### src/rtl/gpio_apb_arb_pkg.sv
// Shared definitions for the gpio0 APB sequencer: FSM encoding and the
// position of the non-secure bit within the APB protection field.
package gpio_apb_arb_pkg;

  typedef enum logic [1:0] {
    ST_IDLE   = 2'd0,
    ST_SETUP  = 2'd1,
    ST_ACCESS = 2'd2,
    ST_DONE   = 2'd3
  } state_e;

  localparam int PROT_NS_BIT = 1;

endpackage

### src/rtl/gpio_apb_rr2.sv
// Two-way requester picker: round-robin on ties, or fixed priority to
// requester 0 when RR_EN is 0. The pointer moves on the update strobe.
module gpio_apb_rr2 #(
  parameter bit RR_EN = 1'b1
) (
  input  logic       pclk,
  input  logic       presetn,
  input  logic [1:0] req,
  input  logic       upd,
  input  logic       upd_id,
  output logic       grant_id,
  output logic       any_req
);

  logic prio_r;  // requester favoured on the next tie

  // Favour the requester that was not served last.
  always_ff @(posedge pclk or negedge presetn) begin
    if (!presetn) begin
      prio_r <= 1'b0;
    end else if (upd) begin
      prio_r <= ~upd_id;
    end else begin
      prio_r <= prio_r;
    end
  end

  // Winner selection.
  always_comb begin
    grant_id = 1'b0;
    if (req == 2'b11) begin
      if (RR_EN) begin
        grant_id = prio_r;
      end else begin
        grant_id = 1'b0;
      end
    end else begin
      grant_id = req[1];
    end
  end

  assign any_req = |req;

endmodule

### src/rtl/gpio_apb_arb.sv
// Two-requester APB sequencer and security gate in front of the gpio0 slave:
// arbitrates, runs the SETUP/ACCESS transfer and blocks non-secure accesses.
module gpio_apb_arb
  import gpio_apb_arb_pkg::*;
#(
  parameter int AW    = 32,
  parameter int DW    = 32,
  parameter bit RR_EN = 1'b1
) (
  input  logic          pclk,
  input  logic          presetn,
  input  logic          tipc_gpio0_trust,
  input  logic          m0_req,
  input  logic [AW-1:0] m0_addr,
  input  logic          m0_write,
  input  logic [DW-1:0] m0_wdata,
  input  logic [2:0]    m0_prot,
  output logic          m0_done,
  output logic          m0_err,
  output logic [DW-1:0] m0_rdata,
  input  logic          m1_req,
  input  logic [AW-1:0] m1_addr,
  input  logic          m1_write,
  input  logic [DW-1:0] m1_wdata,
  input  logic [2:0]    m1_prot,
  output logic          m1_done,
  output logic          m1_err,
  output logic [DW-1:0] m1_rdata,
  output logic          psel,
  output logic          penable,
  output logic [AW-1:0] paddr,
  output logic          pwrite,
  output logic [DW-1:0] pwdata,
  output logic [2:0]    pprot,
  input  logic [DW-1:0] prdata
);

  state_e        state_r, state_nxt_s;
  logic          id_r;
  logic          grant_s, any_req_s, deny_s;
  logic [AW-1:0] win_addr_s;
  logic          win_write_s;
  logic [DW-1:0] win_wdata_s;
  logic [2:0]    win_prot_s;
  logic          fin_s, fin_id_s, fin_err_s;
  logic [DW-1:0] fin_rdata_s;
  logic          psel_r, penable_r, pwrite_r;
  logic [AW-1:0] paddr_r;
  logic [DW-1:0] pwdata_r;
  logic [2:0]    pprot_r;
  logic          m0_done_r, m0_err_r, m1_done_r, m1_err_r;
  logic [DW-1:0] m0_rdata_r, m1_rdata_r;

  gpio_apb_rr2 #(.RR_EN(RR_EN)) u_rr2 (
    .pclk     (pclk),
    .presetn  (presetn),
    .req      ({m1_req, m0_req}),
    .upd      (state_r == ST_DONE),
    .upd_id   (id_r),
    .grant_id (grant_s),
    .any_req  (any_req_s)
  );

  // Mux the winning requester's transfer attributes.
  always_comb begin
    win_addr_s  = m0_addr;
    win_write_s = m0_write;
    win_wdata_s = m0_wdata;
    win_prot_s  = m0_prot;
    if (grant_s) begin
      win_addr_s  = m1_addr;
      win_write_s = m1_write;
      win_wdata_s = m1_wdata;
      win_prot_s  = m1_prot;
    end else begin
      win_addr_s  = m0_addr;
      win_write_s = m0_write;
      win_wdata_s = m0_wdata;
      win_prot_s  = m0_prot;
    end
  end

  // Trust is sampled in the grant cycle only; later changes do not abort.
  assign deny_s = tipc_gpio0_trust & win_prot_s[PROT_NS_BIT];

  // Next-state logic.
  always_comb begin
    state_nxt_s = state_r;
    case (state_r)
      ST_IDLE: begin
        if (any_req_s) begin
          if (deny_s) begin
            state_nxt_s = ST_DONE;
          end else begin
            state_nxt_s = ST_SETUP;
          end
        end else begin
          state_nxt_s = ST_IDLE;
        end
      end
      ST_SETUP:  state_nxt_s = ST_ACCESS;
      ST_ACCESS: state_nxt_s = ST_DONE;
      ST_DONE:   state_nxt_s = ST_IDLE;
      default:   state_nxt_s = ST_IDLE;
    endcase
  end

  // Result that lands on the winner's port when entering DONE.
  always_comb begin
    fin_s       = 1'b0;
    fin_id_s    = id_r;
    fin_err_s   = 1'b0;
    fin_rdata_s = {DW{1'b0}};
    case (state_r)
      ST_IDLE: begin
        if (any_req_s && deny_s) begin
          fin_s     = 1'b1;
          fin_id_s  = grant_s;
          fin_err_s = 1'b1;
        end else begin
          fin_s = 1'b0;
        end
      end
      ST_ACCESS: begin
        fin_s = 1'b1;
        if (pwrite_r) begin
          fin_rdata_s = {DW{1'b0}};
        end else begin
          fin_rdata_s = prdata;
        end
      end
      default: fin_s = 1'b0;
    endcase
  end

  // State, winner id and APB master registers.
  always_ff @(posedge pclk or negedge presetn) begin
    if (!presetn) begin
      state_r   <= ST_IDLE;
      id_r      <= 1'b0;
      psel_r    <= 1'b0;
      penable_r <= 1'b0;
      paddr_r   <= {AW{1'b0}};
      pwrite_r  <= 1'b0;
      pwdata_r  <= {DW{1'b0}};
      pprot_r   <= 3'b000;
    end else begin
      state_r   <= state_nxt_s;
      psel_r    <= (state_nxt_s == ST_SETUP) || (state_nxt_s == ST_ACCESS);
      penable_r <= (state_nxt_s == ST_ACCESS);
      if (state_r == ST_IDLE && any_req_s) begin
        id_r <= grant_s;
      end else begin
        id_r <= id_r;
      end
      // Bus attributes only move for a transfer that reaches the slave.
      if (state_r == ST_IDLE && state_nxt_s == ST_SETUP) begin
        paddr_r  <= win_addr_s;
        pwrite_r <= win_write_s;
        pwdata_r <= win_wdata_s;
        pprot_r  <= win_prot_s;
      end else begin
        paddr_r  <= paddr_r;
        pwrite_r <= pwrite_r;
        pwdata_r <= pwdata_r;
        pprot_r  <= pprot_r;
      end
    end
  end

  // Per-requester completion pulse, error and sticky read data.
  always_ff @(posedge pclk or negedge presetn) begin
    if (!presetn) begin
      m0_done_r  <= 1'b0;
      m0_err_r   <= 1'b0;
      m0_rdata_r <= {DW{1'b0}};
      m1_done_r  <= 1'b0;
      m1_err_r   <= 1'b0;
      m1_rdata_r <= {DW{1'b0}};
    end else begin
      m0_done_r <= fin_s && !fin_id_s;
      m1_done_r <= fin_s && fin_id_s;
      if (fin_s && !fin_id_s) begin
        m0_err_r   <= fin_err_s;
        m0_rdata_r <= fin_rdata_s;
      end else begin
        m0_err_r   <= 1'b0;
        m0_rdata_r <= m0_rdata_r;
      end
      if (fin_s && fin_id_s) begin
        m1_err_r   <= fin_err_s;
        m1_rdata_r <= fin_rdata_s;
      end else begin
        m1_err_r   <= 1'b0;
        m1_rdata_r <= m1_rdata_r;
      end
    end
  end

  assign psel     = psel_r;
  assign penable  = penable_r;
  assign paddr    = paddr_r;
  assign pwrite   = pwrite_r;
  assign pwdata   = pwdata_r;
  assign pprot    = pprot_r;
  assign m0_done  = m0_done_r;
  assign m0_err   = m0_err_r;
  assign m0_rdata = m0_rdata_r;
  assign m1_done  = m1_done_r;
  assign m1_err   = m1_err_r;
  assign m1_rdata = m1_rdata_r;

endmodule

### config.mk
export PLATFORM = sky130hd
export DESIGN_NAME = gpio_apb_arb
export DESIGN_NICKNAME = d
export VERILOG_FILES = /design/src/rtl/gpio_apb_arb_pkg.sv /design/src/rtl/gpio_apb_rr2.sv /design/src/rtl/gpio_apb_arb.sv
export SDC_FILE = /design/constraint.sdc
export NUM_CORES = 1
export LEC_CHECK = 0
export BUFFER_PORTS_ARGS = -buffer_cell sky130_fd_sc_hd__buf_2
export CAP_MARGIN = 30
export CORE_MARGIN = 2
export CORE_UTILIZATION = 45
export CTS_BUF_LIST = sky130_fd_sc_hd__clkbuf_4
export DETAILED_ROUTE_END_ITERATION = 6
export PLACE_DENSITY = 0.82
export SYNTH_ARGS = -nofsm -noshare
export SYNTH_HDL_FRONTEND = slang
export SYNTH_SLANG_ARGS = --single-unit
### constraint.sdc
create_clock -name pclk -period 2.81 [get_ports pclk]
set_input_delay 0.1405 -clock pclk [delete_from_list [all_inputs] [get_ports pclk]]
set_output_delay 0.1405 -clock pclk [all_outputs]
set_load 0.02 [all_outputs]
Word-level counts from Yosys, hierarchy flattened
Cells that the tools add are included.
W data, S select, Z words.
{ "op_classes": {"n_eq_ne": 6, "mux": 17, "bitwise": 2, "reduce_logical": 9} }
{ "op_table": {"columns": ["op", "n"], "rows": [
  ["$mux W32", 4],
  ["$eq A2 B2 Y1 const B", 4],
  ["$mux W1", 8],
  ["$pmux W2 S4", 1],
  ["$logic_and A1 B1 Y1", 5],
  ["$eq A2 B1 Y1 const B", 2],
  ["$mux W2", 2],
  ["$mux W3", 1],
  ["$logic_not A2 Y1", 1],
  ["$pmux W1 S2", 1],
  ["$reduce_or A2 Y1", 1],
  ["$and A1 B1 Y1", 1],
  ["$logic_not A1 Y1", 1],
  ["$logic_or A1 B1 Y1", 1],
  ["$not A1 Y1", 1]
]} }
{ "totals": {"regBits": 142, "out_inout_bits": 138} }

Longest topological paths before layout
Gate-level depths: netlist of the first run.
{ "depth": {"word_depth": 10, "mapped_depth": 10, "ltp_nobuf": 7} }

Modules after synthesis
From an unflattened synthesis of the first run, not the netlist that was laid out.
{ "hier_totals": {"hier_cells": 588, "hier_area_um2": 6197.2} }
{ "modules_own_cells": {"columns": ["mod", "instances", "cells_each", "area_each_um2"], "rows": [
  ["gpio_apb_arb", 1, 583, 6144.6],
  ["gpio_apb_rr2", 1, 5, 52.6]
]} }

Worst setup path after synthesis of the first run
No wires, ideal clock.
{ "synth_timing": {"path_type": "flip-flop to flip-flop", "start": "register state_r[0]", "end": "register pprot_r[1] (netlist: pprot[1])", "setup_time_ns": 0.132, "t_arrival_ns": 1.843, "path_slack_ns": 0.835, "path_stages_with_launch": 11, "path_buffers": 3, "synth_period_minus_slack_ns": 1.975, "path_cell_list": "dfrtp_1 -> inv_1 -> ha_1 -> nor2b_1 -> a2111o_1 -> a31o_1 -> buf_2 -> buf_6 -> buf_6 -> nand2_1 -> o21ai_1"} }
{ "synth_between": {"elab_chain_cells": 4} }
{ "synth_lines": {"columns": ["element", "line_no", "rtl"], "rows": [
  ["start, declared", "gpio_apb_arb.sv:38", "state_e state_r, state_nxt_s;"],
  ["start signal, assigned", "gpio_apb_arb.sv:148", "state_r <= state_nxt_s;"],
  ["$eq A2 B2 Y1 (tied with other cells)", "gpio_apb_arb.sv:89", "case (state_r)"],
  ["$pmux W2 S4", "gpio_apb_arb.sv:89", null],
  ["$eq A2 B1 Y1", "gpio_apb_arb.sv:157", "if (state_r == ST_IDLE && state_nxt_s == ST_SETUP) begin"],
  ["$logic_and A1 B1 Y1 (*)", "gpio_apb_arb.sv:157", null],
  ["end signal, assigned", "gpio_apb_arb.sv:161", "pprot_r <= win_prot_s;"],
  ["end signal, assigned", "gpio_apb_arb.sv:166", "pprot_r <= pprot_r;"],
  ["end, declared", "gpio_apb_arb.sv:50", "logic [2:0] pprot_r;"]
]} }
Every way passes the cells marked *; elsewhere a longest branch is shown, timed or not.
A chain may end at the register's enable or synchronous reset.

Final worst setup path of the first run
{ "layout_timing": {"start": "register u_rr2.prio_r", "end": "register paddr_r[1] (netlist: paddr[1])"} }
{ "layout_between": {"elab_chain_cells": 8} }
{ "layout_lines": {"columns": ["element", "line_no", "rtl"], "rows": [
  ["start, declared", "gpio_apb_rr2.sv:15", "logic prio_r;"],
  ["start signal, assigned", "gpio_apb_rr2.sv:22", "prio_r <= ~upd_id;"],
  ["start signal, assigned", "gpio_apb_rr2.sv:24", "prio_r <= prio_r;"],
  ["$mux W1 (*)", "gpio_apb_rr2.sv:31", "if (req == 2'b11) begin"],
  ["$mux W3", "gpio_apb_arb.sv:70", "if (grant_s) begin"],
  ["$and A1 B1 Y1", "gpio_apb_arb.sv:84", "assign deny_s = tipc_gpio0_trust & win_prot_s[PROT_NS_BIT];"],
  ["$mux W2", "gpio_apb_arb.sv:92", "if (deny_s) begin"],
  ["$mux W2", "gpio_apb_arb.sv:91", "if (any_req_s) begin"],
  ["$pmux W2 S4", "gpio_apb_arb.sv:89", null],
  ["$eq A2 B1 Y1", "gpio_apb_arb.sv:157", null],
  ["$logic_and A1 B1 Y1", "gpio_apb_arb.sv:157", null],
  ["end signal, assigned", "gpio_apb_arb.sv:143", "paddr_r <= {AW{1'b0}};"],
  ["end signal, assigned", "gpio_apb_arb.sv:158", "paddr_r <= win_addr_s;"],
  ["end signal, assigned", "gpio_apb_arb.sv:163", "paddr_r <= paddr_r;"],
  ["end, declared", "gpio_apb_arb.sv:48", "logic [AW-1:0] paddr_r;"]
]} }
Marked as above.

==> impl_results.md, run 1 <==
* Vias at roughly 6600
* CP cell instances: nand2b_1 > nand2_4 > buf_12 > mux2i_1 > dlygate4sd3_1 > o21ai_0
* HP Class: in2async
* Io pins at 311
* Critical-path top delay cell: dlygate4sd3_1
* Avg WL per Cell at between 15 and 20 um
* Number of flops mapped to enable cells by yosys at 0
* Clock Sink Count at ~140
* Insertion delay to the later sink of the worst-skew pair at 540 ps
* Skew final at 28.3 ps
* LEAKAGE at 0.00523 uW
* VDD IR max at 0.462 mV
* Final net count at 1238
* Post-CTS Setup Bufs at 0
* Share of cells above drive strength 1 at 33.8%
* Fin crit share at between 80% and 90%
* Most frequent cells after synthesis: nand2_1 (169), dfrtp_1 (142), mux2i_1 (68), o22ai_1 (64), o21ai_1 (40)
* CP max FO at 40
* Worst rel slew slack at 50.1%
* Largest delay contributor family on the critical path: buffers and inverters
* Fin. Hold Viols at 0
* Worst slew pin tran at 749 ps
* Synth area leaders: dfrtp_1 (58%), mux2i_1 (11%), nand2_1 (10%)
* Count leader, synth: nand2_1
* Core ar. at 13200 um^2
* Synth warn at 0
* CTS tree: built
* P per Cell Area at about 1000 nW/um^2
* Reg clk slew, reported paths at around 120 ps
* Tmin final at 2450 ps
* Synth top area share at around 60%
* DIE WIDTH at between 100 and 150 um
* Worst setup SP type: flop
* Hold buffer count at CTS at 172
* Initial Util at 46.0%
* FMAX at around 400 MHz
* Inserted Clock Buffers at 17
* Post-route DRC at 0
* Total GRT Usage at 30.5%
* Crit-path max cell delay at 590 ps
* Netlist cell types at 29
* Clk buf depth at 2
* Largest net degree at the start of global routing at 104
* CP Buf/Inv Count at 2
* Critical path class: reg2reg
* Yosys reg bits at 142
* Setup TNS at 0 ps
* Worst r2r path cells at 6
* H-tree Lvls at 4
* RSZ-0062 raised after global routing: no
* R2r setup slk at roughly 360 ps
* Sequential share of the synthesized area at 58.3%
* Total design power at 10300 uW
* Status: finished, final reports clean
* Post-Syn Instances at between 500 and 600
* Detail Route Antenna Nets at 0
* FFs w/ async S/R, synth at 100%
* Post-synth top area cell: dfrtp_1
* Num rows at 42
* Initial drt markers at 464
* GPL Wtd Cong at 0.814
* Max cap viols at 0
* Required @ worst endpoint at between 3000 and 4000 ps
* First-pass GRT wire length at 34100 um
* Area Growth Syn to Fin at 61.5%
* Worst Path Arrival at 2840 ps
* Grt ovf at 0
* Final HPWL DP at about 12000 um
* Placed standard-cell area at between 7000 and 8000 um^2
* Final setup fails at 0
* Via/cell ratio at 5.27
* Worst setup EP type: flop
* Max Slew Vio Count at 0
* Net Count, Synth at 770
* Reg2reg end: paddr[1]$_DFFE_PN0P_
* Vias in the first global route at 6809
* Mapped Avg Cell Area at roughly 10 um^2
* Total wire length at 22100 um
* DRT Pass-1 Iters at 5
* # resized after CTS at 0
* Reg2Reg Launch Point: u_rr2.prio_r$_DFFE_PN0N_
* Final instance area at 9840 um^2
* IO Port Bufs at 310
* Initial antenna violation count at 2
* Die ar. at roughly 14000 um^2
* Clock Tree Root: clkbuf_4
* Top FF cell, synth: dfrtp_1
* Die H at between 100 and 150 um
* Synthesized area at 6090 um^2
==> logic make-up after synthesis <==
| logic type | count (synthesis) | synth area share [%] |
|---|---|---|
| AOI/OAI and AO/OA | 142 | 13.4 |
| adders and majority gates | 5 | 1.03 |
| buffers and inverters | 53 | 4.37 |
| DFF | 142 | 58.3 |
| muxes | 68 | 11.2 |
| and+or+nand+nor | 182 | 11.7 |
==> layout by cell type, fill, tap and decap left out, types with 2 or more instances in the layout <==
cell type	instances
dfrtp_1	142
inv_1	6
nand2_1	168
ha_1	5
inv_2	2
mux2i_1	68
buf_12	3
o21ai_1	40
clkinv_2	2
and2_1	2
buf_2	309
a21oi_1	2
nand2b_1	2
dlygate4sd3_1	172
o22ai_1	64
nor2_2	2
clkinv_1	2
a21oi_2	2
o21ai_0	29
bufinv_16	5
clkbuf_4	19
buf_4	9
nor2_1	3
diode_2	2
==> per-stage QoR <==
step / hold slack [ps] / instances / setup WS (ps) / utilization [%]
after floorplan: -155 / 592 / 835 / -
after global placement: 217 / 1045 / 684 / 58.8
after detailed placement: 222 / 1045 / 579 / 58.8
after CTS: 170 / 1248 / 480 / 74.3
after global routing: 203 / 1250 / 222 / 74.3
final: 178 / 1250 / 361 / 74.3
==> report_power, final <==
part / internal, uW / total (uW) / switching (uW)
registers: 3050 / 3610 / 561
logic: 1840 / 5170 / 3330
clock network: 806 / 1530 / 728
total: 5690 / 10300 / 4620
==> worst register-to-register path, delay by kind of cell (launching register included) <==
family	cells	cell delay [ps]
AOI/OAI and AO/OA	1	120
buffers and inverters	2	910
DFF	1	420
muxes	1	290
and+or+nand+nor	2	580
==> cell type report <==
type / instances / area, um^2
Fill cell: 799 / 3400
Tap cell: 176 / 220
Clock buffer: 19 / 143
Multi-Input combinational cell: 397 / 2290
Inverter: 8 / 30.0
Antenna cell: 2 / 5.00
Clock inverter: 12 / 193
Sequential cell: 142 / 3550
Timing Repair Buffer: 494 / 3410
==> worst max path at each step <==
stage / slack (ps) / to / startpoint / depth (start not counted)
after floorplan: 840 / pprot[1]$_DFFE_PN0P_ / state_r[0]$_DFF_PN0_ / 10
after global placement: 680 / paddr[10]$_DFFE_PN0P_ / state_r[0]$_DFF_PN0_ / 8
after detailed placement: 580 / paddr[7]$_DFFE_PN0P_ / state_r[0]$_DFF_PN0_ / 8
after CTS: 480 / paddr[17]$_DFFE_PN0P_ / u_rr2.prio_r$_DFFE_PN0N_ / 6
after global routing: 220 / paddr[1]$_DFFE_PN0P_ / u_rr2.prio_r$_DFFE_PN0N_ / 6
final: 360 / paddr[1]$_DFFE_PN0P_ / u_rr2.prio_r$_DFFE_PN0N_ / 6
==> flip-flops by register name (all words and copies together) (netlist names), 2 cells and up <==
signal / cells
pwdata: 32
state_r: 2
paddr: 32
pprot: 3
m0_rdata: 32
m1_rdata: 32
==> metal layers <==
| metal | track usage (%) | part of all wire, % | up-vias |
|---|---|---|---|
| li1 | - | - | 2977 |
| met1 | 33.3 | 36 | 3136 |
| met2 | 54.0 | 52 | 382 |
| met3 | 6.37 | 6.5 | 87 |
| met4 | 18.8 | 5.3 | 0 |
| met5 | 0 | 0 | - |
Power figures use the tool's default switching activity.
==> run 2, diff against run 1 <==
--- a/config.mk
+++ b/config.mk
@@ -5,13 +5,15 @@
 export SDC_FILE = /design/constraint.sdc
 export NUM_CORES = 1
 export LEC_CHECK = 0
+export ABC_AREA = 1
 export BUFFER_PORTS_ARGS = -buffer_cell sky130_fd_sc_hd__buf_2
 export CAP_MARGIN = 30
 export CORE_MARGIN = 2
 export CORE_UTILIZATION = 45
 export CTS_BUF_LIST = sky130_fd_sc_hd__clkbuf_4
 export DETAILED_ROUTE_END_ITERATION = 6
-export PLACE_DENSITY = 0.82
+export HOLD_SLACK_MARGIN = 0.15
+export PLACE_DENSITY = 0.8
 export SYNTH_ARGS = -nofsm -noshare
 export SYNTH_HDL_FRONTEND = slang
 export SYNTH_SLANG_ARGS = --single-unit
==> impl_results.md, run 2 <==
* Status: finished, final reports clean
* Synth area leaders: dfrtp_1 (51%), nand2_1 (26%), nand4_1 (6.5%)
* Reg area at 3550 um^2
* Mapped Avg Cell Area at between 7 and 8 um^2
* Max cap viols at 0
* P per Cell Area at 931 nW/um^2
* Number of flops mapped to enable cells by yosys at 0
* Main combinational cell family by area after synthesis: simple AND/OR/NAND/NOR gates
* Core ar. at 15100 um^2
* Share of cells above drive strength 1 at 26.3%
* Area of the multi-input gates at 2870 um^2
* Grt ovf at 0
* Reg clk slew, reported paths at 120 ps
* FFs w/ async S/R, synth at 100%
* Yosys reg bits at about 140
* VDD IR max at 0.668 mV
* Synth top area share at 51.4%
* Synthesized area at 6910 um^2
* Post-synthesis simple-gate area fraction at roughly 40%
* Most frequent cells in the layout: nand2_1 (478), buf_2 (309), dlygate4sd3_1 (174), dfrtp_1 (142), nand4_1 (72)
* Vias at around 8200
* Area share of fa/ha/maj cells after synthesis at less than 1%
* # resized after CTS at 0
* Post-CTS Setup Bufs at 0
* Reg2reg end: m0_rdata[29]$_DFFE_PN0P_
* Setup TNS at 0 ps
* Critical path class: reg2reg
* Final setup fails at 0
* Clock Tree Root: clkbuf_4
* First-pass GRT wire length at about 39000 um
* Post-synthesis xor/xnor area fraction at 0%
* Die ar. at roughly 16000 um^2
* Worst rel slew slack at 49.5%
* Post-Syn Instances at just over 900
* R2r setup slk at 280 ps
* H-tree Lvls at 4
* Placed standard-cell area at 8510 um^2
* Area Growth Syn to Fin at 51.8%
* Num rows at 45
* Initial Util at a little under half
* Required @ worst endpoint at 3240 ps
* Top FF cell, synth: dfrtp_1
* Detail Route Antenna Nets at 0
* Final hold slack at 168 ps
* Final net count at 1552
* Fin crit share at between 90% and 100%
* RSZ-0062 raised after global routing: no
* Via/cell ratio at slightly above 5
* CP Launch Point: u_rr2.prio_r$_DFFE_PN0N_
* Io pins at 311
* Total GRT Usage at 30.4%
* Initial antenna violation count at 1
* Final HPWL DP at 14000 um
* Most common cell after layout, fill and taps aside: nand2_1
* Worst r2r path cells at 10
* Skew final at 13.7 ps
* Worst setup EP type: flop
* Vias in the first global route at 8108
* Tmin final at 2530 ps
* Sequential share of the synthesized area at 51.4%
* CTS tree: built
* Post-synthesis mux area share at 0%
* Post-route DRC at 0
* Max Slew Vio Count at 0
* Clk buf depth at 2
* Initial drt markers at between 600 and 700
* FMAX at 395 MHz
* Critical path destination: m0_rdata[29]$_DFFE_PN0P_
* Largest net degree at the start of global routing at 74
* Reg2Reg Launch Point: u_rr2.prio_r$_DFFE_PN0N_
* DRT Pass-1 Iters at 6
* Synth warn at 0
* Fillers at about 1100
* Worst slew pin tran at ~760 ps
* Worst setup SP type: flop
* GPL Wtd Cong at 0.887
* Total design power at 9760 uW
* Final instance area at 10500 um^2
* Compound-Gate Fraction of Synth Area at 0.453%
* Clock Sink Count at 142
* Core Util, Final at a little over two thirds
* HP Class: in2async
* Inserted Clock Buffers at 17
* Most frequent cells after synthesis: nand2_1 (480), dfrtp_1 (142), nand4_1 (72), nand3_1 (67), inv_1 (48)
* Die H at 128 um
* Total wire length at 24900 um
* Worst Path Arrival at 2960 ps
* LEAKAGE at between 0.006 and 0.007 uW
* IO Port Bufs at 310
* Netlist cell types at 19
* Net Count, Synth at 1102
* CP max FO at 33
* Count leader, synth: nand2_1
* Insertion delay to the later sink of the worst-skew pair at between 500 and 600 ps
* Fin. Hold Viols at 0
* Post-synth top area cell: dfrtp_1
* DIE WIDTH at 128 um
* Avg WL per Cell at between 15 and 20 um
run 2: cell types whose count changed in the layout (fill, tap and decap cells not counted), sizes merged, moves of 64 or more:
cell,change
o21ai,-65
mux2i,-68
nand4,+71
nand2,+312
nand3,+68
o22ai,-64
run 2: timing repair:
action | in CTS | in global routing
hold buffers | 174 | 0
setup endpoints to repair | 0 | 0
hold endpoints to repair | 277 | 0
run 2: layout make-up:
| type | instances | area share [%] |
|---|---|---|
| diodes | 2 | 0.0477 |
| clock buffers | 17 | 1.22 |
| multi-input cells | 668 | 27.3 |
| inverters | 48 | 1.72 |
| flip-flops and latches | 142 | 33.9 |
| well taps | 188 | 2.24 |
| clock inverters | 15 | 0.931 |
| repair buffers | 497 | 32.6 |
run 2: layer usage:
metal  routed length (um)  track usage (%)  up-vias
met5                    0                0        -
li1                     -                -     3818
met3                 1990             7.60       91
met4                 1220             16.7        0
met2                12100             51.0      509
met1                 9590             35.8     3775
run 2: how the worst min path moves through the flow:
stage	end	slack (ps)	startpoint
after global routing	m0_rdata[29]$_DFFE_PN0P_	180	presetn
after detailed placement	m0_rdata[29]$_DFFE_PN0P_	210	presetn
after floorplan	id_r$_DFFE_PN0P_	-160	presetn
final	m0_rdata[29]$_DFFE_PN0P_	170	presetn
after CTS	m0_rdata[29]$_DFFE_PN0P_	160	presetn
after global placement	m0_done$_DFF_PN0_	200	presetn
run 2: worst max-delay path, cell delays in order (launching register included):
cell	delay [ps]
dfrtp_1	350
inv_1	50
nand2_1	100
nand2_2	110
nand2_1	80
nand2_1	90
dlygate4sd3_1	610
nand4_1	150
nand3_2	570
nand2_1	230
nand2_1	80
run 2: report_power, final:
| part | internal (uW) | switching, uW | leakage, uW |
|---|---|---|---|
| sequential | 2780 | 438 | 0.00187 |
| clock | 342 | 765 | 0.000129 |
| combinational | 1690 | 3740 | 0.00431 |
| total | 4810 | 4950 | 0.00631 |
run 2: stage by stage:
step                      std cells  setup WS [ps]
final                          1577            280
after global routing           1575           23.0
after CTS                      1575            289
after detailed placement       1369            538
after global placement         1369            667
after floorplan                 924           1090
run 2: logic make-up after synthesis:
logic type               after synthesis
AO/OA/AOI/OAI                          5
adder cells (fa/ha/maj)                5
buffers and inverters                114
flip-flops                           142
AND/OR/NAND/NOR                      658
==> run 3, diff against run 2 <==
==> constraint.sdc (replaced) <==
create_clock -name pclk -period 2.79 [get_ports pclk]
set_input_delay 0.1395 -clock pclk [delete_from_list [all_inputs] [get_ports pclk]]
set_output_delay 0.1395 -clock pclk [all_outputs]
set_load 0.02 [all_outputs]
==> impl_results.md, run 3 (synthesized netlist as in run 2, its figures left out) <==
* Area Growth Syn to Fin at 53.8%
* Grt ovf at 0
* Total GRT Usage at 32.3%
* Insertion delay to the later sink of the worst-skew pair at between 500 and 600 ps
* Worst slew pin tran at around 760 ps
* Most common cell after layout, fill and taps aside: nand2_1
* Die ar. at 16400 um^2
* Status: finished, final reports clean
* Detail Route Antenna Nets at 0
* CP Launch Point: u_rr2.prio_r$_DFFE_PN0N_
* Post-CTS Setup Bufs at 0
* DRT Pass-1 Iters at 5
* CP Buf/Inv Count at 5
* Tmin final at 2690 ps
* Met3 wire length at 2360 um
* Avg WL per Cell at about 17 um
* Initial antenna violation count at 2
* Worst setup EP type: flop
* Skew final at a little under 20 ps
* Reg2Reg Launch Point: u_rr2.prio_r$_DFFE_PN0N_
* Vias at 8548
* IO Port Bufs at 310
* Die H at approximately 130 um
* Top routing layer used: met4
* Post-route DRC at 0
* HP Class: in2async
* Fillers at 1058
* Core Util, Final at between 70% and 80%
* Fin crit share at a little over nine tenths
* Initial Util at a little under half
* Placed standard-cell area at around 8500 um^2
* P per Cell Area at 968 nW/um^2
* Clock Sink Count at 142
* Final HPWL DP at approximately 14000 um
* Vias in the first global route at 8567
* Worst rel slew slack at about 49%
* Num rows at 45
* Setup TNS at 0 ps
* Initial drt markers at 700
* CP max FO at 34
* Inserted Clock Buffers at 17
* Clock Tree Root: clkbuf_4
* Core ar. at roughly 15000 um^2
* GPL Wtd Cong at around 0.88
* Worst Path Arrival at 3160 ps
* CTS tree: built
* Fin. Hold Viols at 0
* Final setup fails at 0
* Most common cell type on the critical path: nand2_1
* Metal-1 WL at 9660 um
* VDD IR max at 0.675 mV
* Most frequent cells in the layout: nand2_1 (478), buf_2 (309), dlygate4sd3_1 (174), dfrtp_1 (142), nand4_1 (72)
* Critical path class: reg2reg
* Worst setup SP type: flop
* H-tree Lvls at 4
* Total wire length at 26800 um
* RSZ-0062 raised after global routing: no
* Final net count at 1553
* Max Slew Vio Count at 0
* Final instance area at 10600 um^2
* FMAX at about 370 MHz
* Crit-path max cell delay at approximately 600 ps
* Critical-path top delay cell: dlygate4sd3_1
* DIE WIDTH at 128 um
* Largest delay contributor family on the critical path: buffers and inverters
* Via/cell ratio at ~5.4
* Largest net degree at the start of global routing at 74
* First-pass GRT wire length at 41600 um
* Io pins at 311
* Share of cells above drive strength 1 at 26.3%
* Reg clk slew, reported paths at ~130 ps
* Max cap viols at 0
* Clk buf depth at 2
* Routed met2 length at 13000 um
* Required @ worst endpoint at 3260 ps
* CP cell instances: inv_1 > nand2_1 > nand2_2 > dlygate4sd3_1 > inv_2 > buf_12 > nand2_1 > nand2_1 > dlygate4sd3_1 > nand4_1 > nand2_1
* LEAKAGE at 0.00635 uW
## run 3: cell types whose count changed in the layout (fill, tap and decap cells not counted)
cell / before / now
buf_12: 2 / 3
buf_4: 11 / 9
buf_6: 1 / 2
bufinv_16: 0 / 4
clkbuf_16: 0 / 1
clkinv_1: 1 / 2
clkinv_2: 7 / 2
clkinv_4: 3 / 2
clkinvlp_4: 2 / 4
diode_2: 2 / 3
inv_6: 2 / 1
## run 3: where the power goes
part | switching, uW | internal [uW]
Clock | 775 | 706
Sequential | 438 | 2800
Combinational | 3850 | 1720
Total | 5060 | 5220
## run 3: layout make-up
type	count	area, um^2	area share [%]
flip-flops and latches	142	3550	33.4
repair buffers	498	3460	32.6
multi-input cells	668	2870	27.0
well taps	188	235	2.21
clock inverters	15	194	1.83
inverters	48	180	1.70
clock buffers	17	128	1.20
diodes	3	7.51	0.0706
## run 3: repair_timing
action / CTS / global route
hold buffers: 174 / 0
gates resized for setup: 0 / 5
endpoints found under the hold margin: 277 / 0
endpoints found under the setup margin: 0 / 56
## run 3: path summary, 6_finish.rpt
path / end / cells after the start / slack (ps)
worst max-delay path: pwdata[6]$_DFFE_PN0P_ / 11 / 100
worst min-delay path: m1_rdata[29]$_DFFE_PN0P_ / 2 / 160
worst max register to register: pwdata[6]$_DFFE_PN0P_ / 11 / 100
worst min register to register: m0_rdata[30]$_DFFE_PN0P_ / 2 / 480
max in group asynchronous: id_r$_DFFE_PN0P_ / 3 / 1800
min in group pclk: pwdata[2]$_DFFE_PN0P_ / 8 / 450
## run 3: stage by stage
| stage | hold WS (ps) | std cells | worst slack [ps] | total power, uW |
|---|---|---|---|---|
| 2_1_floorplan | -156 | 924 | 1070 | 6650 |
| 3_3_place_gp | 203 | 1369 | 647 | 8160 |
| 3_5_place_dp | 207 | 1369 | 498 | 8240 |
| 4_1_cts | 152 | 1575 | 7.74 | 10100 |
| 5_1_grt | 200 | 1577 | 2.41 | 10900 |
| 6_report | 163 | 1579 | 97.4 | 10300 |
## run 3: metal layers
layer,up-vias,GRT usage (%)
li1,3811,-
met1,3949,37.1
met2,636,54.5
met3,152,7.35
met4,0,20.6
met5,-,0
